File: src/rtl/nrisc_mc_core.sv
// nrisc_mc_core: multicycle nRISC core (8-bit instruction format) with req/ack memory ports.
// Define NRISC_MC_PERF_EN to add the cycle_cnt / instr_cnt performance counters.
module nrisc_mc_core #(
  parameter int DATA_W = 8,
  parameter int PC_W   = 8
) (
  input  logic              CLK,
  input  logic              RESET,
  output logic              imem_req,
  output logic [PC_W-1:0]   imem_addr,
  input  logic [7:0]        imem_rdata,
  input  logic              imem_ack,
  output logic              dmem_req,
  output logic              dmem_we,
  output logic [DATA_W-1:0] dmem_addr,
  output logic [DATA_W-1:0] dmem_wdata,
  input  logic [DATA_W-1:0] dmem_rdata,
  input  logic              dmem_ack,
  output logic [PC_W-1:0]   pc,
  output logic              cond,
  output logic              halted
`ifdef NRISC_MC_PERF_EN
  ,
  output logic [31:0]       cycle_cnt,
  output logic [31:0]       instr_cnt
`endif
);

  typedef enum logic [2:0] {
    S_FETCH  = 3'd0,
    S_DECODE = 3'd1,
    S_EXEC   = 3'd2,
    S_MEM    = 3'd3,
    S_WB     = 3'd4,
    S_HALT   = 3'd5
  } state_t;

  state_t            r_state;
  logic [PC_W-1:0]   r_pc;
  logic [7:0]        r_ir;
  logic [DATA_W-1:0] r_a;
  logic [DATA_W-1:0] r_b;
  logic [DATA_W-1:0] r_ld_data;
  logic [DATA_W-1:0] r_rf [0:3];
  logic              r_cond;
  logic              r_halted;
  logic              r_dmem_req;
  logic              r_dmem_we;
  logic [DATA_W-1:0] r_dmem_addr;
  logic [DATA_W-1:0] r_dmem_wdata;

  logic [2:0]        w_op;
  logic [1:0]        w_r1;
  logic [1:0]        w_r2;
  logic              w_funct;
  logic [DATA_W-1:0] w_imm_sext;
  logic [PC_W-1:0]   w_tgt_sext;
  logic [PC_W-1:0]   w_tgt_zext;
  logic [PC_W-1:0]   w_pc_inc;

  assign w_op       = r_ir[7:5];
  assign w_r1       = r_ir[4:3];
  assign w_r2       = r_ir[2:1];
  assign w_funct    = r_ir[0];
  assign w_imm_sext = DATA_W'($signed(r_ir[2:0]));
  assign w_tgt_sext = PC_W'($signed(r_ir[4:0]));
  assign w_tgt_zext = PC_W'(r_ir[4:0]);
  assign w_pc_inc   = r_pc + PC_W'(1'b1);

  // Fetch request is a decode of the state register, held low while reset is asserted
  assign imem_req   = (r_state == S_FETCH) && RESET;
  assign imem_addr  = r_pc;
  assign pc         = r_pc;
  assign cond       = r_cond;
  assign halted     = r_halted;
  assign dmem_req   = r_dmem_req;
  assign dmem_we    = r_dmem_we;
  assign dmem_addr  = r_dmem_addr;
  assign dmem_wdata = r_dmem_wdata;

  // Control FSM, datapath registers, register file and memory-port outputs
  always_ff @(posedge CLK or negedge RESET) begin
    if (!RESET) begin
      r_state      <= S_FETCH;
      r_pc         <= {PC_W{1'b0}};
      r_ir         <= 8'h00;
      r_a          <= {DATA_W{1'b0}};
      r_b          <= {DATA_W{1'b0}};
      r_ld_data    <= {DATA_W{1'b0}};
      r_rf[0]      <= {DATA_W{1'b0}};
      r_rf[1]      <= {DATA_W{1'b0}};
      r_rf[2]      <= {DATA_W{1'b0}};
      r_rf[3]      <= {DATA_W{1'b0}};
      r_cond       <= 1'b0;
      r_halted     <= 1'b0;
      r_dmem_req   <= 1'b0;
      r_dmem_we    <= 1'b0;
      r_dmem_addr  <= {DATA_W{1'b0}};
      r_dmem_wdata <= {DATA_W{1'b0}};
    end else begin
      case (r_state)
        S_FETCH: begin
          if (imem_ack) begin
            r_ir    <= imem_rdata;
            r_state <= S_DECODE;
          end
        end
        S_DECODE: begin
          r_a     <= r_rf[w_r1];
          r_b     <= r_rf[w_r2];
          r_state <= S_EXEC;
        end
        S_EXEC: begin
          r_state <= S_FETCH;
          r_pc    <= w_pc_inc;
          case (w_op)
            3'b000: r_rf[w_r1] <= w_funct ? (r_a - r_b) : (r_a + r_b);
            3'b001: r_rf[w_r1] <= r_a + w_imm_sext;
            3'b010, 3'b011: begin
              r_pc         <= r_pc;
              r_state      <= S_MEM;
              r_dmem_req   <= 1'b1;
              r_dmem_we    <= w_op[0];
              r_dmem_addr  <= r_b;
              r_dmem_wdata <= r_a;
            end
            3'b100: r_cond <= w_funct ? (r_a == r_b) : ($signed(r_a) < $signed(r_b));
            3'b101: begin
              if (r_cond) begin
                r_pc   <= r_pc + w_tgt_sext;
                r_cond <= 1'b0;
              end
            end
            3'b110: r_pc <= w_tgt_zext;
            3'b111: begin
              if (!w_funct) begin
                r_pc     <= r_pc;
                r_state  <= S_HALT;
                r_halted <= 1'b1;
              end
            end
            default: r_state <= S_FETCH;
          endcase
        end
        S_MEM: begin
          if (dmem_ack) begin
            r_dmem_req <= 1'b0;
            r_dmem_we  <= 1'b0;
            if (r_dmem_we) begin
              r_pc    <= w_pc_inc;
              r_state <= S_FETCH;
            end else begin
              r_ld_data <= dmem_rdata;
              r_state   <= S_WB;
            end
          end
        end
        S_WB: begin
          r_rf[w_r1] <= r_ld_data;
          r_pc       <= w_pc_inc;
          r_state    <= S_FETCH;
        end
        S_HALT: r_state <= S_HALT;
        default: r_state <= S_FETCH;
      endcase
    end
  end

`ifdef NRISC_MC_PERF_EN
  logic [31:0] r_cycle_cnt;
  logic [31:0] r_instr_cnt;

  assign cycle_cnt = r_cycle_cnt;
  assign instr_cnt = r_instr_cnt;

  // Performance counters; both freeze once the core has halted
  always_ff @(posedge CLK or negedge RESET) begin
    if (!RESET) begin
      r_cycle_cnt <= 32'd0;
      r_instr_cnt <= 32'd0;
    end else begin
      if (!r_halted) begin
        r_cycle_cnt <= r_cycle_cnt + 32'd1;
      end
      if ((r_state == S_FETCH) && imem_ack) begin
        r_instr_cnt <= r_instr_cnt + 32'd1;
      end
    end
  end
`endif

endmodule
File: config.mk
export PLATFORM = sky130hd
export DESIGN_NAME = nrisc_mc_core
export DESIGN_NICKNAME = d
export VERILOG_FILES = /design/src/rtl/nrisc_mc_core.sv
export SDC_FILE = /design/constraint.sdc
export NUM_CORES = 1
export LEC_CHECK = 0
export CAP_MARGIN = 25
export CELL_PAD_IN_SITES_DETAIL_PLACEMENT = 1
export CELL_PAD_IN_SITES_GLOBAL_PLACEMENT = 1
export CORE_MARGIN = 1.5
export CORE_UTILIZATION = 49
export DETAILED_ROUTE_END_ITERATION = 10
export GPL_TIMING_DRIVEN = 0
export PLACE_DENSITY_LB_ADDON = 0.1
export SYNTH_ARGS = -nofsm -noshare
export SYNTH_HDL_FRONTEND = slang
export SYNTH_SLANG_ARGS = --single-unit
File: constraint.sdc
create_clock -name CLK -period 5.2 [get_ports CLK]
set_input_delay 1.04 -clock CLK [delete_from_list [all_inputs] [get_ports CLK]]
set_output_delay 1.04 -clock CLK [all_outputs]
set_load 0.03 [all_outputs]
**Word level (Yosys, flattened, before mapping)**

Cells that the tools add are included.

- Add/subtract/negate cells: 5
- Magnitude comparators: 4
- Eq/ne operators: 20
- Muxes and demuxes: 33
- Bitwise logic cells: 4
- Reduce and logical (&&, ||, !) cells: 18

Operator list:

| kind | number |
|---|---|
| 32-bit case mux with 2 select lines | 2 |
| 32-bit bitwise mux | 3 |
| 8-bit 2-to-1 mux | 10 |
| 8-bit binary-select mux with 2-bit select | 2 |
| 8-bit case mux with 4 select lines | 1 |
| 8-bit adder | 3 |
| 8-bit case mux with 3 select lines | 1 |
| 3-bit equality test, second input constant | 6 |
| 8-bit demux with 2-bit select | 1 |
| 3-bit case mux with 5 select lines | 1 |
| 3-bit by 2-bit equality test with 1-bit output, second input constant | 4 |
| 3-bit 2-to-1 mux | 4 |
| 2-bit AND reduction | 5 |
| 3-bit AND reduction | 3 |
| 8-bit by 1-bit adder with 8-bit output, second input constant | 1 |
| 8-bit equality test | 1 |
| 8-bit < comparator | 1 |
| 2-bit != test, second input constant | 4 |
| 8-bit subtractor | 1 |
| 3-bit by 1-bit equality test with 1-bit output, second input constant | 2 |
| 3-bit greater-or-equal comparator, second input constant | 2 |
| 3-bit logical NOT | 2 |
| 2-bit inverter with 3-bit output | 2 |
| 1-bit case mux with 2 select lines | 3 |
| other kinds (12) | 19 |

- Register bits: 95
- Bits of input ports: 20
- Output and inout port bits: 37

**Longest topological paths before layout**

Gate-level depths: netlist of run 1.

- Depth after elaboration: 8
- Depth in mapped cells: 10
- Gate-level depth less buffers: 10

**Worst setup path after synthesis of run 1**

Ideal clock, no wire load.

- Kind: in2out
- From: in RESET
- To: out imem_req
- Data arrival time: 1.316 ns
- Data required time: 4.160 ns
- Path slack: 2.844 ns
- Stages on the path: 1
- Cells stage by stage: and2_1

- Cells in the longest elaborated chain, start to end: 1

Ends and longest elaborated chain:

| what | RTL line | RTL |
|---|---|---|
| start, declared | 8 | `input logic RESET,` |
| 1-bit logical AND | 71 | `assign imem_req = (r_state == S_FETCH) && RESET;` |
| end, declared | 9 | `output logic imem_req,` |

Every way passes these cells.

**Final worst setup path of run 1**

Ends and elaborated chain as after synthesis.

==> key figures, run 1 <==
Cells and area
  • Share of layout cells above drive strength 1: 15.1%
  • Filler cell count: 1295
  • Post-layout nets: 686
  • Final Util: 59.2%
  • N_diodes: 0
  • Commonest non-fill, non-tap cells in the layout: dfrtp_1 (95), nand2_1 (63), o21ai_0 (55), clkdlybuf4s50_1 (55)
  • Non-Filler Instances: 780
  • Register Area: 2380 um2
  • Multi-input logic area: 3060 um2
  • Post-route cell area: 6760 um2
  • Commonest non-fill, non-tap cell in the layout: dfrtp_1
  • Layout area overhead: 18.2%

Die
  • Ports: 57
  • Core Area: 11400 um2
  • Die ar.: 12300 um2
  • # rows: 39
  • Initial core utilization: 50.1%
  • Chip width: 111 um
  • Die height: 111 um

Pwr
  • Clk pwr share: 13.5%
  • Sequential share of power: 28.6%
  • Power per cell area: 689 nW/um2
  • Share of total power in combinational logic: 57.9%
  • VDD IR max: 332 uV
  • Static Leak: 2.96 nW
  • Net Sw Power: 2.15 mW
  • Power Internal: 2.50 mW
  • Total power: 4.66 mW
  • Sw Ratio: 46.3%

Logic synthesis
  • Simple-gate share of the synthesized area: 14.1%
  • Synth Area in XOR/XNOR: 2.45%
  • Largest family of logic cells by synthesized area: compound AO/OA/AOI/OAI gates
  • Top cell type's share of synthesized area: 41.6%
  • Seq/Total Area, Yosys: 41.6%
  • Adder-Cell Fraction of Synth Area: 7.97%
  • Yosys warns: 0
  • Mapped Area: 5720 um2
  • Synthesized flop and latch total: 95
  • Dominant register cell in the synthesized netlist: dfrtp_1
  • Synth async-reset ratio: 100%
  • Mapped Cells: 564
  • Synth top area cells: dfrtp_1 (42%), ha_1 (6.6%), mux2_2 (6.5%)
  • Distinct cell type count after synthesis: 58
  • Syn_nets: 618
  • Post-synth EDFFs: 0
  • Area leader, netlist: dfrtp_1
  • Post-synthesis compound-gate area fraction: 15.6%
  • Mean area per synthesized cell: 10.1 um2
  • Mux contribution to synthesized area: 13.5%

Worst setup path
  • Element type at the critical path start: primary input
  • CP required: 4160 ps
  • Worst endpoint data arrival time: 2660 ps
  • Crit Path Category: primary input to primary output
  • Critical Path Fanout Max: 55
  • CP Capture Type: primary output

STA
  • Tcrit/Tclk final: 71.2%
  • Final hold vios: 0
  • Rel. slew slack: 40.9%
  • RSZ-0062 raised after global routing: no
  • Worst Skew: 8.12 ps
  • Hold slack: 477 ps
  • Slew @ Worst Pin: 883 ps
  • Tmin final: 3700 ps
  • Max Slew Vio Count: 0
  • F_max: 270 MHz
  • Endpoints failing setup: 0

Route
  • TritonRoute pass-1 iters: 4
  • WL met3: 552 um
  • Met2 WL: 8030 um
  • DR iter-0 viols: 238
  • Antenna Nets Post-Route: 0
  • Metal-1 WL: 7360 um
  • Highest Signal Layer: met4
  • Via count: 4619
  • Vias/cell: 5.92
  • WL final: 16200 um
  • DRC: 0
  • WL/cell: 20.8 um

Worst hold path
  • Hold Crit Class: register to register

Global route
  • Initial antenna violation count: 0
  • Total global routing overflow: 0
  • First-pass GRT wire length: 26900 um
  • Largest net degree at the start of global routing: 56
  • Total Routing Usage GR: 28.1%
  • Vias in the first global route: 4979

Run
  • Maximum capacitance violations: 0

Placed design
  • Post-DP HPWL: 12100 um
  • Gp weighted congestion: 0.888
  • Placed cell count: 764
  • PortBufs: 56
  • Post-DP Area: 6480 um2

CTS
  • Root Buffer: clkbuf_16
  • Num CTS Buffers: 9
  • Sinks on Clock Net: 95
  • Htree depth: 3
  • CTS max path bufs: 2
  • Clock slew at reported path FFs: 70 ps
  • CTS Hold Buffers Added: 0
  • CTS-repair resized insts: 0
  • CTS tree: built
  • Post CTS Setup Buffer Count: 0
  • Skew-Pair Late Insertion Delay: 360 ps

Status
  • Status: complete, no violations
-- worst paths after layout --
kind | startpoint | endpoint | slack (ps) | cells after the start
setup / recovery | RESET | imem_req | 1500 | 4
min in group asynchronous | RESET | r_state[2]$_DFFE_PN0P_ | 670 | 1
hold reg to reg | dmem_addr[3]$_DFFE_PN0P_ | dmem_addr[3]$_DFFE_PN0P_ | 480 | 2
hold / removal | dmem_addr[3]$_DFFE_PN0P_ | dmem_addr[3]$_DFFE_PN0P_ | 480 | 2
setup reg to reg | r_a[0]$_DFFE_PN0N_ | r_rf[22]$_DFFE_PN0P_ | 2480 | 10
max in group asynchronous | RESET | r_rf[27]$_DFFE_PN0P_ | 3870 | 2
-- layout make-up --
| type | count | share of cell area [%] |
|---|---|---|
| Clock buffer | 11 | 3.44 |
| Buffer | 38 | 3.09 |
| Tap cell | 143 | 2.65 |
| Multi-Input combinational cell | 413 | 45.3 |
| Sequential cell | 95 | 35.2 |
| Inverter | 18 | 1.00 |
| Timing Repair Buffer | 57 | 8.67 |
| Clock inverter | 5 | 0.630 |
-- logic make-up (layout without fill, tap and decap cells) --
logic type                 after synthesis  in the layout
AOI/OAI and AO/OA                      147            147
xor gates and xnor gates                16             16
adders and majority gates               34             34
buffers and inverters                   56            129
DFF                                     95             95
muxes                                   53             53
and+or+nand+nor                        163            163
-- stage by stage --
| step | setup slack [ps] | TNS (ps) |
|---|---|---|
| after floorplan | 2840 | 0 |
| after detailed placement | 1420 | 0 |
| after global routing | 1340 | 0 |
| final | 1500 | 0 |
| after global placement | -1640 | -52820 |
| after CTS | 1410 | 0 |
-- power groups by stage --
stage	sequential, mW	clock, mW	combinational [mW]
detailed placement	1.34	0	2.66
global placement	1.31	0	2.56
floorplan	1.38	0	1.74
finish	1.33	0.630	2.70
CTS	1.33	0.642	2.69
global route	1.37	0.671	2.94
-- routing by layer --
layer,global-route usage (%),up-vias
met5,0,-
met4,9.28,0
met3,3.83,23
met2,47.2,86
met1,37.9,2342
li1,-,2168
-- flip-flops by register name, summed over array words and instances (netlist names) --
signal / cells
r_rf: 32
dmem_addr: 8
dmem_wdata: 8
imem_addr: 8
r_a: 8
r_b: 8
r_ir: 8
r_ld_data: 8
r_state: 3
cond: 1
dmem_req: 1
dmem_we: 1
halted: 1
-- cells in the mapped netlist, types with 7 or more instances --
library cell,count
xnor2_1,11
a21oi_1,30
nand3_1,12
buf_2,8
o21ai_1,15
nor2_1,33
mux4_2,16
ha_1,30
dfrtp_1,95
mux2_2,33
a211oi_1,9
nand2_1,63
nor2b_1,10
o21ai_0,55
a21o_1,7
inv_1,16
buf_4,11
clkbuf_1,15
-- worst max-delay path, stage by stage --
cell and delay (ps):
buf_4 440, buf_16 330, and2_1 180, clkdlybuf4s50_1 660
(Power assumes the default switching activity.)
==> run 2, diff against run 1 <==
--- a/config.mk
+++ b/config.mk
@@ -9,7 +9,7 @@
 export CELL_PAD_IN_SITES_DETAIL_PLACEMENT = 1
 export CELL_PAD_IN_SITES_GLOBAL_PLACEMENT = 1
 export CORE_MARGIN = 1.5
-export CORE_UTILIZATION = 49
+export CORE_UTILIZATION = 45
 export DETAILED_ROUTE_END_ITERATION = 10
 export GPL_TIMING_DRIVEN = 0
 export PLACE_DENSITY_LB_ADDON = 0.1
==> constraint.sdc (replaced) <==
create_clock -name CLK -period 3.83 [get_ports CLK]
set_input_delay 0.766 -clock CLK [delete_from_list [all_inputs] [get_ports CLK]]
set_output_delay 0.766 -clock CLK [all_outputs]
set_load 0.03 [all_outputs]
==> run 2 against run 1 <==
Worst setup slack worse by 820 ps. First-iteration DRC count decreased by 3.8%. Clock-buffer cell count decreased by 1. Sequential cell count is the same.
==> key figures, run 2 (synthesis results as in run 1) <==
Status
  • Status: complete, no violations

Placed design
  • Post-Place Worst Slack: 596 ps (-823 ps)
  • PortBufs: 56 (unchanged)
  • Gp weighted congestion: 0.899 (+1.2%)
  • Post-DP HPWL: 12200 um (+0.44%)

STA
  • Tcrit/Tclk final: 82.3%
  • Rel. slew slack: 35.4% (-5.6 points)
  • RSZ-0062 raised after global routing: no
  • Worst Skew: 7.61 ps (-0.504 ps)
  • Setup WS post-layout: 679 ps (-819 ps)
  • F_max: 317 MHz
  • Max Slew Vio Count: 0 (unchanged)
  • Final hold vios: 0 (unchanged)
  • Endpoints failing setup: 0 (unchanged)
  • Slew @ Worst Pin: 966 ps (+83.2 ps)
  • Setup TNS: 0 ps (unchanged)
  • Tmin final: 3150 ps

Route
  • Via count: 4590 (-0.63%)
  • Antenna Nets Post-Route: 0 (unchanged)
  • DRC: 0 (unchanged)
  • TritonRoute pass-1 iters: 4 (unchanged)
  • WL/cell: 20.4 um (-2.0%)
  • DR iter-0 viols: 229 (-3.8%)
  • Vias/cell: 5.71 (-3.6%)
  • WL final: 16400 um (+1.0%)

Cells and area
  • Max FFs per register: 32 (unchanged)
  • Final Util: 55.8% (-3.4 points)
  • Filler cell count: 1379 (+6.5%)
  • Commonest non-fill, non-tap cell in the layout: dfrtp_1
  • Layout area overhead: 19.1%
  • Multi-input logic area: 3060 um2 (unchanged)
  • Share of layout cells above drive strength 1: 15.3% (+0.18 points)
  • Commonest non-fill, non-tap cells in the layout: dfrtp_1 (95), nand2_1 (63), o21ai_0 (55), clkdlybuf4s50_1 (55)
  • Most flops, register: r_rf
  • Register Area: 2380 um2 (unchanged)
  • Post-layout nets: 686 (unchanged)
  • N_diodes: 0 (unchanged)

Pwr
  • Static Leak: 2.97 nW (+0.35%)
  • Share of total power in combinational logic: 57.3% (-0.6 points)
  • VDD IR max: 433 uV (+30%)
  • Clk pwr share: 14.4% (+0.9 points)
  • Sw Ratio: 45.8% (-0.47 points)
  • Power per cell area: 940 nW/um2 (+36%)
  • Sequential share of power: 28.3% (-0.3 points)
  • Power Internal: 3.47 mW (+39%)
  • Net Sw Power: 2.93 mW (+36%)

Global route
  • Largest net degree at the start of global routing: 55 (-1.8%)
  • Total Routing Usage GR: 26.4% (-1.8 points)
  • Vias in the first global route: 4880 (-2.0%)
  • Initial antenna violation count: 0 (unchanged)
  • Total global routing overflow: 0 (unchanged)
  • First-pass GRT wire length: 26500 um (-1.6%)

Worst setup path
  • Worst endpoint data arrival time: 2390 ps (-270 ps)
  • Crit Path Category: primary input to primary output
  • Critical Path Fanout Max: 54 (-1.8%)
  • Element type at the critical path start: primary input
  • CP required: 3060 ps (-1100 ps)
  • CP Capture Type: primary output

Run
  • Maximum capacitance violations: 0 (unchanged)

CTS
  • Htree depth: 3 (unchanged)
  • Sinks on Clock Net: 95 (unchanged)
  • Root Buffer: clkbuf_16
  • CTS Hold Buffers Added: 0 (unchanged)
  • CTS tree: built
  • Clock slew at reported path FFs: 70 ps (about the same)
  • Num CTS Buffers: 9 (unchanged)
  • CTS max path bufs: 2 (unchanged)
  • Skew-Pair Late Insertion Delay: 350 ps (about the same)
  • Post CTS Setup Buffer Count: 0 (unchanged)
  • CTS-repair resized insts: 0 (unchanged)

Die
  • Core Area: 12200 um2 (+6.9%)
  • Initial core utilization: 46.8% (-3.3 points)
  • Chip width: 116 um (+4.2%)
  • Ports: 57 (unchanged)
  • # rows: 40 (+2.6%)
  • Die ar.: 13400 um2 (+8.6%)
  • Die height: 116 um (+4.2%)

Worst hold path
  • Hold Crit Class: primary input to async pin
run 2: changes by cell type in the layout (fill, tap and decap cells not counted):
cell,before,now
clkinvlp_4,1,2
clkinv_2,0,1
inv_6,1,0
clkbuf_1,17,15
bufinv_16,0,1
clkbuf_8,0,1
clkinv_4,3,1
run 2: worst max-delay path: stages:
cell and delay [ps]:
buf_4 450, buf_16 320, and2_1 170, clkdlybuf4s50_1 660
run 2: metrics by stage:
stage          hold WS (ps)  instance area [um2]  std cells  total power [mW]
4_1_cts                 421                 6810        804              6.40
6_report                400                 6810        804              6.40
3_5_place_dp            463                 6510        789              5.43
3_3_place_gp            455                 6490        788              5.27
2_1_floorplan           461                 5720        564              4.25
5_1_grt                 453                 6810        804              6.85
run 2: cell type report:
cell class / instances / share of cell area [%]
Timing Repair Buffer: 57 / 8.60
Clock inverter: 5 / 0.863
Tap cell: 168 / 3.09
Multi-Input combinational cell: 413 / 45.0
Sequential cell: 95 / 34.9
Clock buffer: 10 / 3.51
Inverter: 18 / 0.992
Buffer: 38 / 3.07
run 2: final timing paths:
check | cells after the start | endpoint | from | slack, ps
setup reg to reg | 9 | r_rf[28]$_DFFE_PN0P_ | r_a[2]$_DFFE_PN0N_ | 1040
max in group asynchronous | 2 | r_rf[26]$_DFFE_PN0P_ | RESET | 2760
setup / recovery | 4 | imem_req | RESET | 680
hold reg to reg | 2 | dmem_addr[1]$_DFFE_PN0P_ | dmem_addr[1]$_DFFE_PN0P_ | 480
hold / removal | 1 | r_state[2]$_DFFE_PN0P_ | RESET | 400
min in group CLK | 2 | dmem_addr[1]$_DFFE_PN0P_ | dmem_addr[1]$_DFFE_PN0P_ | 480
run 2: power groups by stage:
stage               sequential [mW]  combinational, mW  clock (mW)
finish                         1.81               3.67       0.920
global route                   1.87               4.01       0.971
CTS                            1.81               3.65       0.941
detailed placement             1.83               3.61           0
global placement               1.79               3.48           0
floorplan                      1.88               2.37           0
run 2: per-layer routing:
layer  share of wire [%]  track usage [%]  routed length (um)
met1                  45             34.6                7450
met2                  49             44.7                8090
met3                 3.0             3.29                 498
met4                 2.2             10.7                 368
met5                   0                0                   0
